**config.mk**
```make
export PLATFORM = sky130hd
export DESIGN_NAME = bsg_dispatch_round_robin_two_level
export DESIGN_NICKNAME = d
export VERILOG_FILES = /design/src/rtl/bsg_dispatch_pkg.sv /design/src/rtl/bsg_dispatch_rr_pick.sv /design/src/rtl/bsg_dispatch_round_robin_two_level.sv
export SDC_FILE = /design/constraint.sdc
export NUM_CORES = 1
export LEC_CHECK = 0
export CAP_MARGIN = 20
export CORE_ASPECT_RATIO = 0.7
export CORE_MARGIN = 5
export CORE_UTILIZATION = 46
export CTS_BUF_LIST = sky130_fd_sc_hd__clkbuf_8
export DETAILED_ROUTE_END_ITERATION = 10
export GPL_TIMING_DRIVEN = 0
export PLACE_DENSITY_LB_ADDON = 0.05
export RECOVER_POWER = 50
export SYNTH_ARGS = -nofsm -noshare
export SYNTH_HDL_FRONTEND = slang
export SYNTH_SLANG_ARGS = --single-unit
```
**constraint.sdc**
```tcl
create_clock -name clk_i -period 2.5 [get_ports clk_i]
set_input_delay 0.625 -clock clk_i [delete_from_list [all_inputs] [get_ports clk_i]]
set_output_delay 0.625 -clock clk_i [all_outputs]
set_load 0.05 [all_outputs]
```
**src/rtl/bsg_dispatch_pkg.sv**
```systemverilog
// Shared types for the two-level round-robin dispatcher.
package bsg_dispatch_pkg;

    localparam int unsigned dispatch_width_gp = 3;

    function automatic int unsigned idx_width(input int unsigned w);
        return (w > 1) ? $clog2(w) : 1;
    endfunction

    typedef logic [idx_width(dispatch_width_gp)-1:0] chan_idx_t;

    typedef enum logic {
        e_level_low  = 1'b0,
        e_level_high = 1'b1
    } level_e;

endpackage

```
**src/rtl/bsg_dispatch_rr_pick.sv**
```systemverilog
// Round-robin picker over one group's empty slots.
// The pick is combinational; a thermometer mask holds the last pick.
module bsg_dispatch_rr_pick #(
    parameter int unsigned width_p = 3
) (
    input  logic               clk_i,
    input  logic               reset_n_i,
    input  logic [width_p-1:0] empty_i,
    input  logic               take_i,
    output logic [width_p-1:0] pick_c_o,
    output logic               any_empty_c_o
);

    localparam int unsigned w_lp = width_p;

    logic [w_lp-1:0] mask_q, mask_d, masked;

    function automatic logic [w_lp-1:0] lowest_set(input logic [w_lp-1:0] x);
        return x & (~x + w_lp'(1));
    endfunction

    // Mask holds the slots strictly above the last pick, so the scan resumes there.
    always_comb begin
        masked        = empty_i & mask_q;
        any_empty_c_o = |empty_i;
        pick_c_o      = (masked != '0) ? lowest_set(masked) : lowest_set(empty_i);
        mask_d        = mask_q;
        if (take_i) begin
            mask_d = ~(pick_c_o | (pick_c_o - w_lp'(1)));
        end
    end

    // All-zero mask == pointer at the last index, so the first pick is index 0.
    always_ff @(posedge clk_i or negedge reset_n_i) begin
        if (!reset_n_i) begin
            mask_q <= '0;
        end else begin
            mask_q <= mask_d;
        end
    end

endmodule

```
**src/rtl/bsg_dispatch_round_robin_two_level.sv**
```systemverilog
// Fans one valid/ready stream out to 2*width_p one-entry channel registers,
// preferring the high group and serving each group round-robin.
module bsg_dispatch_round_robin_two_level
    import bsg_dispatch_pkg::*;
#(
    parameter int unsigned width_p      = 3,
    parameter int unsigned data_width_p = 8
) (
    input  logic                                clk_i,
    input  logic                                reset_n_i,
    input  logic                                v_i,
    input  logic [data_width_p-1:0]             data_i,
    output logic                                ready_o,
    output logic [2*width_p-1:0]                v_o,
    output logic [2*width_p*data_width_p-1:0]   data_o,
    input  logic [2*width_p-1:0]                yumi_i,
    output logic                                dispatched_high_o
);

    localparam int unsigned chan_lp = 2 * width_p;

    logic [chan_lp-1:0]                    v_q, v_d, empty, load;
    logic [chan_lp-1:0][data_width_p-1:0]  data_q;
    logic                                  dhi_q, dhi_d;
    logic [width_p-1:0]                    pick_lo, pick_hi;
    logic                                  any_lo, any_hi;
    logic                                  accept, take_lo, take_hi;
    level_e                                level;

    assign empty   = ~v_q;
    assign ready_o = any_hi | any_lo;
    assign accept  = v_i & ready_o;
    assign level   = any_hi ? e_level_high : e_level_low;
    assign take_hi = accept & (level == e_level_high);
    assign take_lo = accept & (level == e_level_low);

    bsg_dispatch_rr_pick #(.width_p(width_p)) u_pick_lo (
        .clk_i         (clk_i),
        .reset_n_i     (reset_n_i),
        .empty_i       (empty[width_p-1:0]),
        .take_i        (take_lo),
        .pick_c_o      (pick_lo),
        .any_empty_c_o (any_lo)
    );

    bsg_dispatch_rr_pick #(.width_p(width_p)) u_pick_hi (
        .clk_i         (clk_i),
        .reset_n_i     (reset_n_i),
        .empty_i       (empty[chan_lp-1:width_p]),
        .take_i        (take_hi),
        .pick_c_o      (pick_hi),
        .any_empty_c_o (any_hi)
    );

    // Loaded slots are always empty at cycle start, so they never collide with a drain.
    always_comb begin
        load  = '0;
        dhi_d = dhi_q;
        if (take_hi) begin
            load[chan_lp-1:width_p] = pick_hi;
        end
        if (take_lo) begin
            load[width_p-1:0] = pick_lo;
        end
        v_d = (v_q & ~yumi_i) | load;
        if (accept) begin
            dhi_d = (level == e_level_high);
        end
    end

    always_ff @(posedge clk_i or negedge reset_n_i) begin
        if (!reset_n_i) begin
            v_q   <= '0;
            dhi_q <= 1'b0;
        end else begin
            v_q   <= v_d;
            dhi_q <= dhi_d;
        end
    end

    // Payload needs no reset; it is only observed while the slot is valid.
    always_ff @(posedge clk_i) begin
        for (int unsigned k = 0; k < chan_lp; k++) begin
            if (load[k]) begin
                data_q[k] <= data_i;
            end
        end
    end

    assign v_o               = v_q;
    assign data_o            = data_q;
    assign dispatched_high_o = dhi_q;

    a_yumi_on_valid: assert property (@(posedge clk_i) disable iff (!reset_n_i)
        ((yumi_i & ~v_q) == '0));

endmodule

```
==> results.txt, run 1 <==
largest net degree at the start of global routing = 12
sequential cell area fraction in the yosys report = 0.830
HP Class = register to register
pre-CTS WS = -0.210 ns
slew margin rel. = 0.392
num rows = 20
Die H = 66.1 um
final critical-path required period = 2.35 ns
vias in the first global route = 1336
layout cells sized above 1 = 0.0833
1st-pass router iterations = 6
initial antenna violation count = 0
global route overflow = 0
HPWL Detailed = 3340 um
first-pass GRT wire length = 6940 um
port buffer count = 72
Worst-Skew Late Latency = 0.33 ns
CTS Sinks = 59
final setup violation count = 0
fin. max-slew vios = 0
synthesis-to-layout area growth = 47.9%
crit end category = register
Synth Warn # = 0
average footprint of a synthesized cell = 18.2 sq um
Total Power = 3.19 mW
CTS Buffer Depth = 2
Fin. Hold Viols = 0
Synth Cell Area = 0.00207 sq mm
via density per instance = 5.07
worst slew pin tran = 0.910 ns
status = complete, no violations
Nets = 216
Post-CTS Setup Bufs = 0
Num CTS Buffers = 9
XOR/XNOR Fraction of Synth Area = 0
GPL Wtd Cong = 0.700
Synth cell types = 27
die area = 0.00596 sq mm
Post-Route WL = 4590 um
Startpoint Class = input port
Post-Synth Adder-Cell Area = 0
power density cells = 1040 mW/mm^2
CP required = 2.54 ns
Inst Count DP = 243
via count = 1312
die width = 90.2 um
crit path from = v_i
CP Max Fanout = 8
CTS clock-pin slew for the worst setup and hold paths = 0.06 ns
Reg2Reg Launch Point = v_o[5]
FILL cells = 299
RSZ-0062 raised after global routing = no
clock skew = 0.00606 ns
post-synthesis compound-gate area fraction = 0.0623
maximum clock rate = 0.425 GHz
max-cap violations = 0
simple-gate share of the synthesized area = 0.0834
Hold Crit Start = dispatched_high_o
#FFs+latches synth = 59
Max VDD drop = 0.552 mV
core area = 0.00435 sq mm
post-route ant nets = 0
GRT Util Overall = 0.161
antenna cells = 0
CTS tree = done
post-synthesis mux area share = 0.00967
per-cell routed wire length = 17.7 um
Syn Inst Count = 114
fin crit share = 0.940
fin cells = 259
Post-route DRC = 0
Initial Utilization = 0.475
1st-iter DRT viols = 53
CP Class = input port to register
Syn Nets = 131
Arr. time, crit path = 2.39 ns
CTS root buf = clkbuf_8
H-tree levels = 3
Pleak = 1.13 nW
largest family of logic cells by synthesized area = simple AND/OR/NAND/NOR gates
io pins = 73
final setup margin = 0.149 ns
-- cells in the mapped netlist --
cell type,number,area [sq um]
dfrtp_1,11,275
inv_1,7,26.3
o21a_1,2,15.0
o21ai_1,2,10.0
nand2_1,4,15.0
nand2b_1,6,37.5
a211oi_2,1,12.5
o32ai_1,1,8.76
and3_1,2,12.5
nor2_1,4,15.0
mux2i_1,2,20.0
edfxtp_1,48,1440
a221oi_1,1,8.76
or2b_1,1,7.51
nand4b_4,1,23.8
a21oi_1,3,15.0
o31ai_1,2,15.0
o22ai_1,1,6.26
o21ai_0,3,15.0
a211oi_1,1,7.51
nand3b_1,1,7.51
a21o_1,2,15.0
nand4_4,1,21.3
nand3_1,2,10.0
clkbuf_2,1,5.00
nor3_1,2,10.0
nor2b_1,2,12.5
-- path summary, 6_finish.rpt --
path                       cells after the start  slack [ns]                 to
max in group asynchronous                      1        1.42             v_o[1]
min in group asynchronous                      1        0.72             v_o[4]
hold / removal                                 2        0.52  dispatched_high_o
setup reg to reg                               4        0.54         data_o[39]
hold reg to reg                                2        0.52  dispatched_high_o
setup / recovery                               4        0.15         data_o[39]
-- worst max-delay path: stages --
cell	delay, ns
clkdlybuf4s50_1	0.66
inv_1	0.14
nor3_1	0.68
buf_4	0.28
-- where the power goes --
part / total (mW) / switching, mW / internal, mW
clock network: 0.891 / 0.344 / 0.547
logic: 0.923 / 0.633 / 0.290
registers: 1.37 / 0.127 / 1.25
-- metrics by stage --
stage / TNS, ns / utilization / hold WS (ns) / instance area [sq um]
CTS: 0 / 0.707 / 0.522 / 3080
floorplan: 0 / - / 0.329 / 2070
global route: 0 / 0.703 / 0.581 / 3060
global placement: -9.14 / 0.657 / 0.486 / 2860
detailed placement: -3.18 / 0.659 / 0.507 / 2870
finish: 0 / 0.703 / 0.519 / 3060
-- routing by layer --
layer,global-route usage,vias up,part of all wire
met3,0.100,7,0.12
li1,-,603,-
met5,0,-,0
met4,0.0688,0,0.013
met1,0.179,630,0.41
met2,0.250,72,0.46
-- kinds of logic after synthesis --
logic type / count (synthesis)
flops: 59
simple gates: 26
compound gates: 19
buf+inv: 8
mux: 2
-- sequential cells by signal, indices dropped and copies added, names as in the netlist --
name,count
v_o,6
data_o,48
dispatched_high_o,1
u_pick_lo.mask_q,2
u_pick_hi.mask_q,2
-- cell usage in the layout, fill, tap and decap left out, drive strengths merged, types with 3 or more instances in the layout --
cell	netlist	routed
clkinv	0	4
dfrtp	11	11
inv	7	7
clkdlybuf4s50	0	55
nand2	4	4
a21oi	3	3
nor2	4	4
dlygate4sd3	0	16
edfxtp	48	48
o21ai	5	5
clkbuf	1	10
nand2b	6	6
-- cell type report --
cell class | instances | area (sq um) | share of cell area
Timing Repair Buffer | 74 | 732 | 0.239
Tap cell | 55 | 68.8 | 0.0225
Clock buffer | 9 | 124 | 0.0405
Inverter | 7 | 26.3 | 0.00858
Clock inverter | 7 | 82.6 | 0.0270
Multi-Input combinational cell | 47 | 307 | 0.100
Buffer | 1 | 5.00 | 0.00163
Sequential cell | 59 | 1720 | 0.561
-- what timing repair did --
action / 4_1_cts / 5_1_grt
gates resized for setup: 1 / 0
hold buffers: 0 / 0
hold endpoints to repair: 0 / 0
setup endpoints to repair: 1 / 0
Note: power is estimated with default switching activity, not from simulation.
==> run 2, diff against run 1 <==
--- a/config.mk
+++ b/config.mk
@@ -5,6 +5,7 @@
 export SDC_FILE = /design/constraint.sdc
 export NUM_CORES = 1
 export LEC_CHECK = 0
+export ABC_CLOCK_PERIOD_IN_PS = 2500
 export CAP_MARGIN = 20
 export CORE_ASPECT_RATIO = 0.7
 export CORE_MARGIN = 5
@@ -12,8 +13,8 @@
 export CTS_BUF_LIST = sky130_fd_sc_hd__clkbuf_8
 export DETAILED_ROUTE_END_ITERATION = 10
 export GPL_TIMING_DRIVEN = 0
-export PLACE_DENSITY_LB_ADDON = 0.05
-export RECOVER_POWER = 50
+export PLACE_DENSITY = 0.9
+export RECOVER_POWER = 100
 export SYNTH_ARGS = -nofsm -noshare
 export SYNTH_HDL_FRONTEND = slang
 export SYNTH_SLANG_ARGS = --single-unit
==> results.txt, run 2 (synthesis gave the netlist of run 1 again) <==
status = complete, no violations
power density cells = 999 mW/mm^2 (-4.1%)
initial antenna violation count = 0 (unchanged)
CP bufs+invs = 1 (-2)
FILL cells = 304 (+1.7%)
Reg2Reg Launch Point = v_o[4]
fin cells = 256 (-1.2%)
multi-input logic area = 312 sq um (+1.6%)
slowest CP cell = dlygate4sd3_1
final setup violation count = 0 (unchanged)
Post-Route M1 WL = 1910 um (+1.8%)
Net Sw Frac = 0.357 (+0.0110)
1st-iter DRT viols = 67 (+26%)
crit end category = output pin
Post-Route WL = 4560 um (-0.61%)
Worst-Skew Late Latency = 0.34 ns (about the same)
CTS clock-pin slew for the worst setup and hold paths = 0.06 ns (about the same)
first-pass GRT wire length = 6930 um (-0.20%)
GRT Util Overall = 0.163 (+0.00148)
sequential cell area = 0.00172 sq mm (unchanged)
cells resized by post-CTS repair = 1 (unchanged)
CTS Buffer Depth = 2 (unchanged)
port buffer count = 72 (unchanged)
Die H = 66.1 um (unchanged)
Setup TNS = 0 ns (unchanged)
HP Class = register to register
Fin. Hold Viols = 0 (unchanged)
Pleak = 1.15 nW (+1.4%)
clock share of power = 0.253 (-0.027)
io pins = 73 (unchanged)
CP top delay family = buffers and inverters
Arr. time, crit path = 1.76 ns (-0.63 ns)
CP Max Fanout = 7 (-1)
Worst setup endpoint = v_o[5]
CTS Sinks = 59 (unchanged)
per-cell routed wire length = 17.8 um (+0.55%)
Nets = 215 (-0.46%)
metal3 WL = 424 um (-21%)
GPL Wtd Cong = 0.819 (+17%)
Startpoint Class = register
Post-CTS Setup Bufs = 0 (unchanged)
Util after Layout = 0.695 (-0.00805)
most common cell after layout, fill and taps aside = dlygate4sd3_1
HPWL Detailed = 3210 um (-4.0%)
Hold Path Depth = 2 (unchanged)
final critical-path required period = 2.38 ns (+0.0295 ns)
core area = 0.00435 sq mm (unchanged)
CTS Hold Bufs = 0 (unchanged)
CTS tree = done
antenna cells = 0 (unchanged)
Total Power = 3.02 mW (-5.2%)
layout cells sized above 1 = 0.0846 (+0.00124)
1st-pass router iterations = 4 (-2)
CP Class = register to output pin
maximum clock rate = 0.420 GHz (-1.2%)
Inst Count DP = 242 (-0.41%)
fin crit share = 0.952 (+0.0118)
RSZ-0062 raised after global routing = no
largest net degree at the start of global routing = 12 (unchanged)
CP Cell Sequence = dlygate4sd3_1
slew margin rel. = 0.371 (-0.0206)
CP required = 1.88 ns (-0.66 ns)
Final Hold Slack = 0.519 ns (-0.0000340 ns)
crit path from = v_o[5]
max-cap violations = 0 (unchanged)
CTS root buf = clkbuf_8
Num CTS Buffers = 9 (unchanged)
die area = 0.00596 sq mm (unchanged)
R2R depth = 2 (-2)
H-tree levels = 3 (unchanged)
Int Pwr = 1.94 mW (-6.8%)
vias in the first global route = 1355 (+1.4%)
via count = 1264 (-3.7%)
clock skew = 0.00851 ns (+0.00245 ns)
routed length on met2 = 2140 um (+1.4%)
Comb power frac = 0.293 (+0.003)
worst slew pin tran = 0.941 ns (+0.0309 ns)
reg2reg end = data_o[20]
sequential share of power = 0.454 (+0.023)
Post-route DRC = 0 (unchanged)
synthesis-to-layout area growth = 46.3%
Initial Utilization = 0.475 (unchanged)
die width = 90.2 um (unchanged)
via density per instance = 4.94 (-2.5%)
num rows = 20 (unchanged)
FF-to-FF setup slack = 0.58 ns (+0.04 ns)
Largest register FFs = 48 (unchanged)
Sw Pwr = 1.08 mW (-2.2%)
Top Metal Used = met4
global route overflow = 0 (unchanged)
fin. max-slew vios = 0 (unchanged)
WP depth = 1 (-3)
Max VDD drop = 0.784 mV (+42%)
critical path's largest stage delay = 0.92 ns (+0.24 ns)
post-route ant nets = 0 (unchanged)
most frequent cells in the layout = 63 x dlygate4sd3_1, 48 x edfxtp_1, 11 x dfrtp_1, 9 x clkbuf_8
[run 2: cell count changes in the layout (fill, tap and decap cells not counted), sizes merged]
cell / change
bufinv: -1
inv: +1
clkinvlp: -1
clkdlybuf4s50: -47
buf: -1
clkinv: -1
dlygate4sd3: +47
[run 2: worst min path at each step]
| stage | start | endpoint | slack, ns |
|---|---|---|---|
| floorplan | reset_n_i | dispatched_high_o | 0.33 |
| global placement | dispatched_high_o | dispatched_high_o | 0.49 |
| detailed placement | dispatched_high_o | dispatched_high_o | 0.51 |
| CTS | dispatched_high_o | dispatched_high_o | 0.53 |
| global route | dispatched_high_o | dispatched_high_o | 0.57 |
| finish | dispatched_high_o | dispatched_high_o | 0.52 |
[run 2: power groups by stage]
stage	Clock (mW)	Combinational, mW	Sequential, mW
2_1_floorplan	0	0.215	1.76
3_3_place_gp	0	0.908	1.38
3_5_place_dp	0	0.938	1.39
4_1_cts	0.788	0.944	1.37
5_1_grt	0.841	0.936	1.39
6_report	0.766	0.885	1.37
[run 2: final cells by class]
class	count	share of cell area
Sequential cell	59	0.567
Timing Repair Buffer	73	0.240
Multi-Input combinational cell	47	0.103
Clock buffer	9	0.0409
Tap cell	55	0.0227
Clock inverter	5	0.0157
Inverter	7	0.00868
Buffer	1	0.00165
[run 2: routing by layer]
layer | global-route usage | vias up
met5 | 0 | -
li1 | - | 595
met1 | 0.180 | 610
met3 | 0.0956 | 9
met4 | 0.0725 | 0
met2 | 0.256 | 50
[run 2: per-stage QoR]
stage,instance area (sq um),setup WS (ns)
after detailed placement,2870,-0.192
final,3030,0.120
after floorplan,2070,0.411
after global routing,3030,0.0593
after CTS,3040,0.118
after global placement,2860,-0.543
==> edit 1: new RTL, settings of run 2 <==
Change the parameter `data_width_p` from 8 to 6.
--- a/src/rtl/bsg_dispatch_round_robin_two_level.sv
+++ b/src/rtl/bsg_dispatch_round_robin_two_level.sv
@@ -5,5 +5,5 @@
 #(
     parameter int unsigned width_p      = 3,
-    parameter int unsigned data_width_p = 8
+    parameter int unsigned data_width_p = 6
 ) (
     input  logic                                clk_i,
Ports: changed (resized data_i and data_o); port bits go from 73 to 59. No check against the original RTL was run, so the function may have changed too.
==> edit 1 against run 2 <==
  * Design area down 20%
  * Setup slack gained 7.0 ps
  * Total power shrank 25%
  * Sequential power down 19%
  * Core utilization decreased by 1.4 points
  * Clock skew decreased by 1.3 ps
  * Global-route usage is 0.63 points lower
  * Worst hold slack about the same
  * Wire length is 19% lower
  * Cell count down 15%
  * Synthesized area is 17% lower
  * Sequential cell count decreased by 12
  * Largest power group unchanged
==> edit 1: results (changes against run 2) <==
status: "finished, final reports clean"  # unchanged
yosys-top-cells-count: "edfxtp_1 (36), dfrtp_1 (11), inv_1 (7)"  # was edfxtp_1 (48), dfrtp_1 (11), inv_1 (7)
p_leak_nw: 0.919  # was 1.15 nW
wl_per_cell_um: 17.0  # was 17.8 um
netSwitchingFraction: 0.383  # was 0.357
grt_max_degree: 16  # was 12
r2r_cells: 3  # was 2
dr_wl_met2_mm: 1.70  # was 2.14 mm
path_clk_slew_ps: 90  # was 60 ps
crit_start: "v_o[4]"  # was v_o[5]
wl_met3_um: 338  # was 424 um
skew_ps: 7.18  # was 8.51 ps
numCtsBuffers: 5  # was 9
yosysSeqAreaShare: 0.794  # was 0.830
synth_edf_count: 36  # was 48
cts_buffer_depth: 2  # unchanged
track_usage: 0.156  # was 0.163
finish.net_count: 182  # was 215
routed_via_density: 4.93  # was 4.94
grt_pass1_vias: 1098  # was 1355
grt_use_met2: 0.258  # was 0.256
routedLengthMet1_mm: 1.65  # was 1.91 mm
peakVddDrop_uv: 599  # was 784 uV
path_max_fanout: 9  # was 7
synth.top_cells.by_area: "edfxtp_1 (63%), dfrtp_1 (16%), nand2b_1 (2.2%), inv_1 (1.5%), nand4b_4 (1.4%)"  # was edfxtp_1 (70%), dfrtp_1 (13%), nand2b_1 (1.8%), inv_1 (1.3%), nand4b_4 (1.1%)
async_flop_share: 0.234  # was 0.186
die_area_um2: 5050  # was 5960 um2
largest_reg_flops: 36  # was 48
syn_nets: 117  # was 131
dp_hpwl_mm: 2.88  # was 3.21 mm
use_met3: 0.0597  # was 0.0956
cts_htree_levels: 2  # was 3
drive_above_1_share: 0.0536  # was 0.0846
grt_pass1_wl_mm: 5.95  # was 6.93 mm
pre_cts_ws_ps: -134  # was -192 ps
min_from: "dispatched_high_o"  # unchanged
r2r_start: "v_o[2]"  # was v_o[4]
place_congestion: 0.786  # was 0.819
io_buffers: 58  # was 72
globalRouteMet1Util: 0.202  # was 0.180
max-slew-margin-rel: 0.406  # was 0.371
drt-initial-drc-count: 63  # was 67
## edit 1: cell types whose count changed after synthesis
cell | before | now
edfxtp_1 | 48 | 36
## edit 1: stage by stage
step | cell area, um2 | instances | setup TNS, ps
floorplan | 1710 | 102 | 0
global placement | 2350 | 210 | -648
detailed placement | 2350 | 210 | -1670
CTS | 2440 | 218 | 0
global route | 2420 | 218 | 0
finish | 2420 | 218 | 0
## edit 1: power groups by stage
stage	clock network, W	logic (W)	registers [W]
5_1_grt	0.000483	0.000784	0.00113
4_1_cts	0.000443	0.000788	0.00111
3_3_place_gp	0	0.000759	0.00112
2_1_floorplan	0	0.000205	0.00142
3_5_place_dp	0	0.000787	0.00113
6_report	0.000431	0.000740	0.00111
## edit 1: what timing repair did
action	in CTS	in global routing
endpoints found under the hold margin	0	0
resized for setup	1	0
hold buffers	0	0
setup endpoints to repair	1	0
## edit 1: logic make-up (layout without fill, tap and decap cells)
family | after synthesis | after routing | synth area share
flip-flops | 47 | 47 | 0.794
AO/OA/AOI/OAI | 19 | 19 | 0.0754
buffers and inverters | 8 | 74 | 0.0183
multiplexers | 2 | 2 | 0.0117
AND/OR/NAND/NOR | 26 | 26 | 0.101
## edit 1: layout make-up
class / count / area [um2]
repair buffers: 58 / 579
clock buffers: 5 / 68.8
multi-input cells: 47 / 307
clock inverters: 3 / 20.0
flip-flops and latches: 47 / 1360
well taps: 50 / 62.6
fillers: 271 / 1130
plain buffers: 1 / 3.75
inverters: 7 / 26.3
## edit 1: worst paths after layout
check / end / slack [ps]
max: v_o[4] / 130
min: dispatched_high_o / 520
max reg2reg: data_o[8] / 660
min reg2reg: dispatched_high_o / 520
max in group asynchronous: u_pick_lo.mask_q[1] / 1410
min in group asynchronous: v_o[1] / 740
==> edit 2: new RTL, flow settings as in run 2 <==
Made on the original files. Make the reset (`reset_n_i`) synchronous in 2 clocked blocks.
--- a/src/rtl/bsg_dispatch_rr_pick.sv
+++ b/src/rtl/bsg_dispatch_rr_pick.sv
@@ -32,5 +32,5 @@
 
     // All-zero mask == pointer at the last index, so the first pick is index 0.
-    always_ff @(posedge clk_i or negedge reset_n_i) begin
+    always_ff @(posedge clk_i) begin
         if (!reset_n_i) begin
             mask_q <= '0;
--- a/src/rtl/bsg_dispatch_round_robin_two_level.sv
+++ b/src/rtl/bsg_dispatch_round_robin_two_level.sv
@@ -69,5 +69,5 @@
     end
 
-    always_ff @(posedge clk_i or negedge reset_n_i) begin
+    always_ff @(posedge clk_i) begin
         if (!reset_n_i) begin
             v_q   <= '0;
Check against the original RTL: differs if reset_n_i is asserted again (counterexample within 4 cycles, from zero or initial values and one cycle with reset_n_i low); with reset_n_i held inactive, the same outputs for 10 cycles.
==> edit 2 against run 2 <==
  * Wire length decreased by 7.9%
  * Synthesized area fell by 2.5%
  * Sequential cell count unchanged
  * First-iteration DRC count is 22% lower
  * Worst hold slack got worse by 4.3 ps
  * Count of clock-buffer cells in the layout did not move
  * Design area up 1.2%
  * Synthesized cell count stayed put
  * Sequential share of layout area down 2.5 points
  * Setup slack better by 28 ps
  * Critical path type unchanged
  * Largest cell class unchanged
Power is not compared: it rests on default switching activity, and its combinational part moved more than twofold at a synthesized area within 25%.
==> edit 2: results (changes against run 2) <==
grt_max_degree: 11  # was 12
worst_pin_slew_ps: 843  # was 941 ps
async_flop_share: 0  # was 0.186
syn_nets: 131  # unchanged
drt-initial-drc-count: 52  # was 67
setup-tns-final_ps: 0  # unchanged
dr_total_vias: 1299  # was 1264
p_int_w: 0.00192
io_buffers: 71  # was 72
track_usage: 0.152  # was 0.163
cts_resized: 1  # unchanged
synth_compound_area_frac: 0.0651  # was 0.0623
skew_ps: 7.19  # was 8.51 ps
antenna_found_initial: 0  # unchanged
path_clk_slew_ps: 60  # about the same
critPathSlowestCell: "dlygate4sd3_1"  # unchanged
grt_pass1_vias: 1202  # was 1355
yosys-top-cells-count: "edfxtp_1 (48), dfxtp_1 (11), a21oi_1 (8)"  # was edfxtp_1 (48), dfrtp_1 (11), inv_1 (7)
status: "finished, final reports clean"  # unchanged
synth_xor_area_frac: 0  # unchanged
largest_reg_flops: 48  # unchanged
path_max_fanout: 9  # was 7
finish.net_count: 216  # was 215
hp-class: "register to register"  # unchanged
clock-root-buffer: "clkbuf_8"  # unchanged
clk-insertion-delay-late_ps: 330
post_synth_fa_ha_maj_area_fraction: 0  # unchanged
drive_above_1_share: 0.0985  # was 0.0846
numCtsBuffers: 9  # unchanged
yosys_warnings: 0  # unchanged
critical-path-max-stage-delay_ps: 920  # about the same
cts_buffer_depth: 2  # unchanged
p_leak_nw: 1.08
num_antenna_cells: 0  # unchanged
cts_htree_levels: 3  # unchanged
arrival_ps: 1730  # was 1760 ps
grt_pass1_wl_mm: 6.20  # was 6.93 mm
place_congestion: 0.826  # was 0.819
wl_per_cell_um: 16.3  # was 17.8 um
drv_cap: 0  # unchanged
synth.distinct_cells: 33  # was 27
synth_edf_count: 48  # unchanged
synthMuxAreaShare: 0  # was 0.00967
critPathTopFamily: "buffers and inverters"  # unchanged
peakVddDrop_uv: 595
synth.top_cells.by_area: "edfxtp_1 (71%), dfxtp_1 (11%), a21oi_1 (2.0%), nand3b_1 (1.5%), nor2b_1 (1.2%)"  # was edfxtp_1 (70%), dfrtp_1 (13%), nand2b_1 (1.8%), inv_1 (1.3%), nand4b_4 (1.1%)
yosysSeqAreaShare: 0.823  # was 0.830
dp_hpwl_mm: 3.11  # was 3.21 mm
postCtsSetupBuffers: 0  # unchanged
dr.pass1.iters: 4  # unchanged
[edit 2: changes by cell type in the layout (fill, tap and decap cells not counted), moves of 4 or more]
cell	delta
inv_1	-6
a21oi_1	+5
dfxtp_1	+11
clkbuf_1	+4
dfrtp_1	-11
[edit 2: path summary, 6_finish.rpt]
path                        from                  end  slack, ps  cells past startpoint
max                       v_o[4]               v_o[4]        150                      1
min          u_pick_lo.mask_q[2]  u_pick_lo.mask_q[2]        510                      2
max reg2reg               v_o[4]            data_o[5]        410                      3
min reg2reg  u_pick_lo.mask_q[2]  u_pick_lo.mask_q[2]        510                      2
[edit 2: layer usage]
layer,vias to the layer above,share of wire,track usage
met3,10,0.099,0.0589
met2,65,0.46,0.238
met4,0,0.016,0.0558
met1,606,0.42,0.190
li1,618,-,-
met5,-,0,0
[edit 2: power groups by stage]
stage	Sequential, W	Combinational, W	Clock [W]
6_report	0.00112	0.000216	0.00108
5_1_grt	0.00112	0.000227	0.00115
4_1_cts	0.00112	0.000232	0.00110
3_5_place_dp	0.00114	0.000231	0
3_3_place_gp	0.00114	0.000228	0
2_1_floorplan	0.00123	0.0000366	0
[edit 2: through the flow]
step | std cells | cell area [um2] | hold WS (ps) | setup WS (ps)
floorplan | 114 | 2020 | 470 | 189
global placement | 240 | 2800 | 489 | -361
detailed placement | 243 | 2840 | 502 | 269
CTS | 258 | 3090 | 511 | 143
global route | 258 | 3060 | 560 | 84.3
finish | 258 | 3060 | 514 | 148
[edit 2: layout make-up]
cell class	count	area [um2]
flip-flops and latches	59	1660
clock buffers	9	124
clock inverters	6	129
repair buffers	74	721
plain buffers	2	11.3
multi-input cells	51	340
well taps	55	68.8
fillers	301	1220
inverters	2	7.51
